File: src/rtl/uart_rx_ctrl.sv
// uart_rx_ctrl: sequencing and buffering around the UART receiver datapath.
//
// - Baud generator: produces the 16x-oversample s_tick every baud_div+1 clk
//   cycles while baud_en is high.
// - Byte FIFO: buffers rx_data on rx_done_tick and presents the head byte on a
//   registered valid/ready interface; a byte arriving while full is dropped
//   and flagged on the sticky overrun output.
// - Idle timeout (built only when UART_RX_CTRL_TIMEOUT_EN is defined): pulses
//   frame_end once after TIMEOUT_BITS bit-times of line idle following a byte.
//   Without the macro frame_end is tied low.
//
// Timeout FSM states:
//   state     | meaning
//   ST_IDLE   | no byte since the last timeout or reset, timer stopped
//   ST_ACTIVE | byte seen, counting s_ticks toward frame_end
//
// Ports:
//   clk, reset           system clock, synchronous active-high reset
//   baud_en, baud_div    tick enable and tick period minus 1 (clk cycles)
//   s_tick               oversample tick to the receiver
//   rx_done_tick/rx_data byte-complete pulse and byte from the receiver
//   m_data/m_valid/m_ready  FIFO head byte handshake to the consumer
//   fifo_count           current FIFO occupancy
//   overrun/overrun_clr  sticky byte-dropped flag and its clear
//   frame_end            one-cycle idle-timeout pulse
module uart_rx_ctrl #(
    parameter int DIV_W        = 16,
    parameter int FIFO_DEPTH   = 4,
    parameter int TIMEOUT_BITS = 4
) (
    input  logic                          clk,
    input  logic                          reset,
    input  logic                          baud_en,
    input  logic [DIV_W-1:0]              baud_div,
    output logic                          s_tick,
    input  logic                          rx_done_tick,
    input  logic [7:0]                    rx_data,
    output logic [7:0]                    m_data,
    output logic                          m_valid,
    input  logic                          m_ready,
    output logic [$clog2(FIFO_DEPTH):0]   fifo_count,
    output logic                          overrun,
    input  logic                          overrun_clr,
    output logic                          frame_end
);

    localparam int PTR_W = $clog2(FIFO_DEPTH);
    localparam int CNT_W = PTR_W + 1;

    if (FIFO_DEPTH < 2 || FIFO_DEPTH > 16 || (FIFO_DEPTH & (FIFO_DEPTH - 1)) != 0) begin : g_bad_depth
        $error("uart_rx_ctrl: FIFO_DEPTH must be a power of 2 in 2..16");
    end
    if (TIMEOUT_BITS < 1 || TIMEOUT_BITS > 255) begin : g_bad_timeout
        $error("uart_rx_ctrl: TIMEOUT_BITS must be in 1..255");
    end

    // ---------------- baud generator ----------------
    logic [DIV_W-1:0] bcnt_q, bcnt_d;
    logic             s_tick_q, s_tick_d;

    // >= rather than == so that lowering baud_div below bcnt wraps immediately.
    always_comb begin
        bcnt_d   = '0;
        s_tick_d = 1'b0;
        if (baud_en) begin
            if (bcnt_q >= baud_div) begin
                s_tick_d = 1'b1;
            end else begin
                bcnt_d = bcnt_q + 1'b1;
            end
        end
    end

    always_ff @(posedge clk) begin
        if (reset) begin
            bcnt_q   <= '0;
            s_tick_q <= 1'b0;
        end else begin
            bcnt_q   <= bcnt_d;
            s_tick_q <= s_tick_d;
        end
    end

    assign s_tick = s_tick_q;

    // ---------------- byte FIFO ----------------
    logic [7:0]       mem_q [FIFO_DEPTH];
    logic [7:0]       mem_d [FIFO_DEPTH];
    logic [PTR_W-1:0] wr_ptr_q, wr_ptr_d, rd_ptr_q, rd_ptr_d;
    logic [CNT_W-1:0] count_q, count_d;
    logic [7:0]       m_data_q, m_data_d;
    logic             m_valid_q, m_valid_d;
    logic             overrun_q, overrun_d;
    logic             full, do_pop, do_push, drop;

    always_comb begin
        full    = (count_q == CNT_W'(FIFO_DEPTH));
        do_pop  = m_valid_q & m_ready;
        // A pop in the same cycle frees the slot, so full+push+pop is accepted.
        do_push = rx_done_tick & (~full | do_pop);
        drop    = rx_done_tick & full & ~do_pop;

        mem_d    = mem_q;
        wr_ptr_d = wr_ptr_q;
        rd_ptr_d = rd_ptr_q;
        count_d  = count_q;

        if (do_push) begin
            mem_d[wr_ptr_q] = rx_data;
            wr_ptr_d        = wr_ptr_q + 1'b1;
        end
        if (do_pop) begin
            rd_ptr_d = rd_ptr_q + 1'b1;
        end
        if (do_push && !do_pop) begin
            count_d = count_q + 1'b1;
        end else if (do_pop && !do_push) begin
            count_d = count_q - 1'b1;
        end

        // Output register is loaded from the post-update head so a byte into an
        // empty FIFO is visible one cycle after rx_done_tick.
        m_valid_d = (count_d != '0);
        m_data_d  = mem_d[rd_ptr_d];

        overrun_d = overrun_q;
        if (overrun_clr) begin
            overrun_d = 1'b0;
        end
        if (drop) begin
            overrun_d = 1'b1;
        end
    end

    always_ff @(posedge clk) begin
        if (reset) begin
            mem_q     <= '{default: '0};
            wr_ptr_q  <= '0;
            rd_ptr_q  <= '0;
            count_q   <= '0;
            m_data_q  <= '0;
            m_valid_q <= 1'b0;
            overrun_q <= 1'b0;
        end else begin
            mem_q     <= mem_d;
            wr_ptr_q  <= wr_ptr_d;
            rd_ptr_q  <= rd_ptr_d;
            count_q   <= count_d;
            m_data_q  <= m_data_d;
            m_valid_q <= m_valid_d;
            overrun_q <= overrun_d;
        end
    end

    assign m_data     = m_data_q;
    assign m_valid    = m_valid_q;
    assign fifo_count = count_q;
    assign overrun    = overrun_q;

    // ---------------- idle timeout ----------------
`ifdef UART_RX_CTRL_TIMEOUT_EN
    typedef enum logic {
        ST_IDLE,
        ST_ACTIVE
    } to_state_e;

    localparam int              TC_W    = 12;
    localparam logic [TC_W-1:0] TC_LOAD = TC_W'(TIMEOUT_BITS * 16 - 1);

    to_state_e       state_q, state_d;
    // Down-counter: loaded with the tick budget on each byte, fires at zero.
    logic [TC_W-1:0] tcnt_q, tcnt_d;
    logic            frame_end_q, frame_end_d;

    always_comb begin
        state_d     = state_q;
        tcnt_d      = tcnt_q;
        frame_end_d = 1'b0;
        case (state_q)
            ST_IDLE: begin
                if (rx_done_tick) begin
                    state_d = ST_ACTIVE;
                    tcnt_d  = TC_LOAD;
                end
            end
            ST_ACTIVE: begin
                // A byte arriving on the expiry tick takes priority.
                if (rx_done_tick) begin
                    tcnt_d = TC_LOAD;
                end else if (s_tick_q) begin
                    if (tcnt_q == '0) begin
                        frame_end_d = 1'b1;
                        state_d     = ST_IDLE;
                    end else begin
                        tcnt_d = tcnt_q - 1'b1;
                    end
                end
            end
            default: begin
                state_d = ST_IDLE;
            end
        endcase
    end

    always_ff @(posedge clk) begin
        if (reset) begin
            state_q     <= ST_IDLE;
            tcnt_q      <= '0;
            frame_end_q <= 1'b0;
        end else begin
            state_q     <= state_d;
            tcnt_q      <= tcnt_d;
            frame_end_q <= frame_end_d;
        end
    end

    assign frame_end = frame_end_q;
`else
    assign frame_end = 1'b0;
`endif

endmodule

File: config.mk
export PLATFORM = sky130hd
export DESIGN_NAME = uart_rx_ctrl
export DESIGN_NICKNAME = d
export VERILOG_FILES = /design/src/rtl/uart_rx_ctrl.sv
export SDC_FILE = /design/constraint.sdc
export NUM_CORES = 1
export LEC_CHECK = 0
export ABC_AREA = 1
export CAP_MARGIN = 5
export CORE_UTILIZATION = 50
export CTS_CLUSTER_SIZE = 12
export DETAILED_ROUTE_END_ITERATION = 10
export PLACE_DENSITY = 0.84
export SKIP_LAST_GASP = 1
export SYNTH_ARGS = -nofsm -noshare
export SYNTH_HDL_FRONTEND = slang
export SYNTH_SLANG_ARGS = --single-unit
File: constraint.sdc
create_clock -name clk -period 1.63 [get_ports clk]
set_input_delay 0.163 -clock clk [delete_from_list [all_inputs] [get_ports clk]]
set_output_delay 0.163 -clock clk [all_outputs]
set_load 0.005 [all_outputs]
After elaboration in Yosys (flattened, before gate mapping) --
Index checks and enable logic that the tools add are counted.
Word-level totals: input port bits 30, output and inout bits 15, register bits 66, logic and storage cells 54
Operators by class: muxes and demuxes 13, reductions and logical operators 9, order comparisons 4, bitwise operators 10, eq/ne operators 1, add/subtract/negate cells 5
Operator list (count):
- 32-bit bitwise mux | 1
- 32-bit two-way mux | 1
- 8-bit two-way mux | 3
- 16-bit by 1-bit adder with 16-bit output (second input constant) | 1
- 8-bit binary-select mux with 2-bit select | 1
- 8-bit demux with 2-bit select | 1
- 16-bit greater-or-equal comparator | 1
- 3-bit greater-or-equal comparator (second input constant) | 2
- 3-bit two-way mux | 2
- 2-bit inverter with 3-bit output | 2
- 2-bit by 1-bit adder with 2-bit output (second input constant) | 2
- 1-bit AND | 4
- 3-bit by 1-bit adder with 3-bit output (second input constant) | 1
- 3-bit == test (second input constant) | 1
- 1-bit logical AND | 3
- 3-bit by 1-bit less-than comparator with 1-bit output (second input constant) | 1
- 1-bit two-way mux | 3
- 1-bit inverter | 3
- 3-bit nonzero test | 1
- 3-bit OR reduction | 1
- 3-bit by 1-bit subtractor with 3-bit output (second input constant) | 1
- 1-bit logical NOT | 2
- 2-bit two-way mux | 1
- 2-bit nonzero test | 1
- 2 further kinds | 2

Longest topological paths before layout --
depth after elaboration 10, gate-level depth with buffers 13, gate-level depth less buffers 12

Worst setup path after synthesis --
Ideal clock, no wire load.
path type register to register, start register bcnt_q[11], end register bcnt_q[10], period minus slack after synthesis 1.530 ns, path slack 0.100 ns, arrival time 1.414 ns, required time 1.514 ns, cell stages (with the launch flop) 9, path through dfxtp_1 -> ha_1 -> nand2_1 -> o21bai_1 -> a21oi_1 -> nor2_1 -> nand3_1 -> buf_2 -> nor2_1
Between the ends: longest elaborated chain between the ends 2
Ends and longest elaborated chain:
- start: declaration | RTL line 58 | logic [DIV_W-1:0] bcnt_q, bcnt_d;
- start signal: assignment | RTL line 79 | bcnt_q <= bcnt_d;
- 16-bit greater-or-equal comparator | RTL line 66 | if (bcnt_q >= baud_div) begin
- 3-bit OR reduction (no line)
Every way passes these cells. A chain may end at the register's enable or synchronous reset.

Worst setup path in the final report --
start register wr_ptr_q[1], end register m_data_q[5] (netlist: m_data[5])
Between the ends: longest elaborated chain between the ends 10, elaborated cells on any way between the ends 11
Ends and longest elaborated chain:
- start: declaration | RTL line 89 | logic [PTR_W-1:0] wr_ptr_q, wr_ptr_d, rd_ptr_q, rd_ptr_d;
- start signal: assignment | RTL line 146 | wr_ptr_q <= wr_ptr_d;
- 2-bit inverter with 3-bit output (not written as such) (*) | RTL line 109 | mem_d[wr_ptr_q] = rx_data;
- 3-bit greater-or-equal comparator (not written as such) or 3-bit by 1-bit less-than comparator with 1-bit output (tied branches) | RTL line 109
- 1-bit logical AND (not written as such) | RTL line 109
- 8-bit two-way mux (not written as such) | RTL line 109
- 8-bit demux with 2-bit select (*) | RTL line 109
- 32-bit bitwise mux (*) | RTL line 109
- 32-bit two-way mux (*) | RTL line 108 | if (do_push) begin
- 8-bit binary-select mux with 2-bit select (*) | RTL line 124 | m_data_d = mem_d[rd_ptr_d];
- 8-bit two-way mux (not written as such) (*) (2 in series) | RTL line 124
- end signal: assignment | RTL line 149 | m_data_q <= m_data_d;
- end: declaration | RTL line 91 | logic [7:0] m_data_q, m_data_d;
Every way passes the cells marked *; elsewhere a longest branch is shown, timed or not. The select of a mux whose other input is x is not followed.

==> impl_metrics.yaml <==
sta:
  finClkSkew_ps: 9.70
  slew_viol_final: 0
  finalHoldViolCount: 0
  tns_ps: -88.0
  worst_slack_ps: -88.0
  fmax_mhz: 582
  fin_crit_sh_pct: 105
  fin_crit_ps: 1720
  rsz0062_at_grt: "true"
  setup_viol: 1
final_layout:
  instances_no_fill: 726
  diodes: 0
  syn2layout_area_growth_pct: 33.2
  nNetsFinal: 680
  drive_gt1_share_pct: 15.9
die:
  die_w_um: 87.6
  pin_count: 45
  design.die.area_um2: 7680
  core_um2: 6940
  start_util_pct: 52.8
  row_count: 30
  die_h_um: 87.6
yosys:
  yosysWarnings: 0
  ys_seq_elements: 66
  synth_xor_area_share_pct: 4.09
  synth_top_cell_by_area: "dfxtp_1"
  synth_fa_ha_area_share_pct: 8.19
  synth_cell_type_count: 27
  muxShareOfSynthArea_pct: 0
  synth_nets: 587
  yosys.area_share.simple_pct: 32.2
  synth_area_um2: 3670
  synth_top_family_by_area: "simple AND/OR/NAND/NOR gates"
  synth_area_per_cell_um2: 6.88
  ys_seq_area_share_pct: 36.0
  synth_area_leaders: "dfxtp_1 36%, nand2_1 15%, nand3_1 12%"
  synth_compound_area_share_pct: 9.96
  synthCells: 533
  synth_top_area_share_pct: 36.0
cts:
  cts_setup_buffers: 0
  clock_path_buffers: 2
  clkTransAtPathRegs_ps: 70
  cts_tree: "yes"
  clock_sinks: 66
  cts_hold_buf: 0
  root_buffer: "clkbuf_8"
  numCtsBuffers: 9
  clkLatencyLatePin_ps: 350
  htreeDepth: 3
placed_design:
  pre_cts_slack_ps: -290
  gp_congestion: 0.797
  dp_hpwl_mm: 7.01
  port_buffers: 43
  place_inst: 710
drt:
  post_drt_wl_per_cell_um: 14.3
  vias: 3950
  first_iter_violations: 323
  route.detailed.drc: 0
  via_per_inst: 5.44
  drt_pass1_iterations: 5
  routed_wl_mm: 10.4
  antenna_left: 0
critical_path:
  path_class: "reg -> reg"
  arrival_ps: 1960
  critPathCaptureType: "flop"
  startpoint_type: "flop"
  required_ps: 1870
  cp_max_fo: 4
grt:
  grt_usage_pct: 27.8
  grt_overflow: 0
  grt_pass1_vias: 3705
  antenna_found_initial: 0
  grt_max_degree: 44
  grt_pass1_wl_mm: 16.5
power_and_ir_drop:
  power.density_nw_per_um2: 924
  leakage_nw: 2.17
  vdd_drop_max_uv: 448
  finalPower_mw: 4.51
run_status:
  violations: "setup timing"
  status: "complete, but fails checks"
min_path:
  hold_path.class: "in -> reg"
job:
  cap_violations: 0
timing repair:
action,4_1_cts,5_1_grt
endpoints found under the setup margin,14,31
gates cloned,0,1
resized for setup,2,29
pin swaps,0,3
stage by stage:
| step | area [um^2] | hold slack [ps] | utilization [%] |
|---|---|---|---|
| 2_1_floorplan | 3670 | 309 | - |
| 3_3_place_gp | 4580 | 446 | 65.9 |
| 3_5_place_dp | 4580 | 482 | 65.9 |
| 4_1_cts | 4780 | 422 | 68.9 |
| 5_1_grt | 4880 | 469 | 70.3 |
| 6_report | 4880 | 422 | 70.3 |
layout by cell type, fill, tap and decap left out, types with 3 or more instances in the layout:
cell	synthesis	routed
a21oi_1	50	50
buf_12	0	4
buf_4	4	54
clkbuf_8	0	12
clkdlybuf4s50_1	0	43
dfxtp_1	66	61
dfxtp_2	0	4
ha_1	24	22
inv_1	51	51
nand2_1	147	144
nand2_2	1	3
nand3_1	86	84
nand4_1	4	4
nor2_1	36	31
nor2_2	0	5
o21ai_0	17	16
xnor2_1	6	6
xor2_1	8	8
synth_stat cells (all sizes together):
| cell | n |
|---|---|
| buf | 18 |
| o211ai | 1 |
| nand2 | 149 |
| xor2 | 9 |
| o21a | 1 |
| xnor2 | 6 |
| nor3b | 1 |
| nand3 | 87 |
| ha | 24 |
| dfxtp | 66 |
| clkbuf | 5 |
| conb | 1 |
| nor2 | 36 |
| o21ai | 17 |
| a21oi | 50 |
| nand4 | 4 |
| inv | 52 |
| clkinv | 3 |
| nor3 | 1 |
| o21bai | 2 |
path summary, 6_finish.rpt:
kind                             from                   end  slack, ps  cells past startpoint
max reg2reg  wr_ptr_q[1]$_SDFFE_PP0P_  m_data[5]$_SDFF_PP0_        -90                      9
max          wr_ptr_q[1]$_SDFFE_PP0P_  m_data[5]$_SDFF_PP0_        -90                      9
min reg2reg      bcnt_q[0]$_SDFF_PP0_  bcnt_q[0]$_SDFF_PP0_        460                      1
min                       overrun_clr  overrun$_SDFFE_PP0P_        420                      4
cells by family (layout without fill, tap and decap cells):
kind of cell | after synthesis | after routing
AO/OA/AOI/OAI | 71 | 71
other | 1 | 1
AND/OR/NAND/NOR | 278 | 278
buffers and inverters | 78 | 175
XOR/XNOR | 15 | 15
adder cells (fa/ha/maj) | 24 | 24
flip-flops | 66 | 66
registers in the layout (all words and copies together), names as in the netlist:
| signal | flops |
|---|---|
| fifo_count | 3 |
| m_data | 8 |
| wr_ptr_q | 2 |
| mem_q | 32 |
| overrun | 1 |
| s_tick | 1 |
| rd_ptr_q | 2 |
| m_valid | 1 |
| bcnt_q | 16 |
metal layers:
| layer | part of all wire, % | GRT usage (%) | up-vias | wire length [um] |
|---|---|---|---|---|
| met5 | 0 | 0 | - | 0 |
| met4 | 3.7 | 15.9 | 0 | 386 |
| met3 | 7.4 | 3.49 | 38 | 771 |
| met2 | 50 | 47.5 | 207 | 5170 |
| met1 | 39 | 33.7 | 1797 | 4080 |
| li1 | - | - | 1908 | - |
cell type report:
class	count	area, um^2
Clock buffer	13	169
Clock inverter	2	35.0
Fill cell	531	2060
Inverter	55	211
Multi-Input combinational cell	389	2060
Sequential cell	66	1330
Tap cell	96	120
Timing Repair Buffer	104	953
Timing Repair inverter	1	5.00
critical path, stage by stage (launching register included):
cell        delay [ps]
dfxtp_1            330
inv_1              100
ha_2               240
clkinvlp_2         290
nand2_1            160
nand2_1             70
nand3_1            120
nand3_1            120
nand3_1            110
a21oi_1             70
power breakdown:
group,leakage [nW],total (mW),internal (mW),switching (mW)
Sequential,0.540,1.79,1.73,0.0606
Clock,0.106,1.44,0.822,0.620
Combinational,1.52,1.28,0.613,0.667
(Power assumes the default switching activity.)
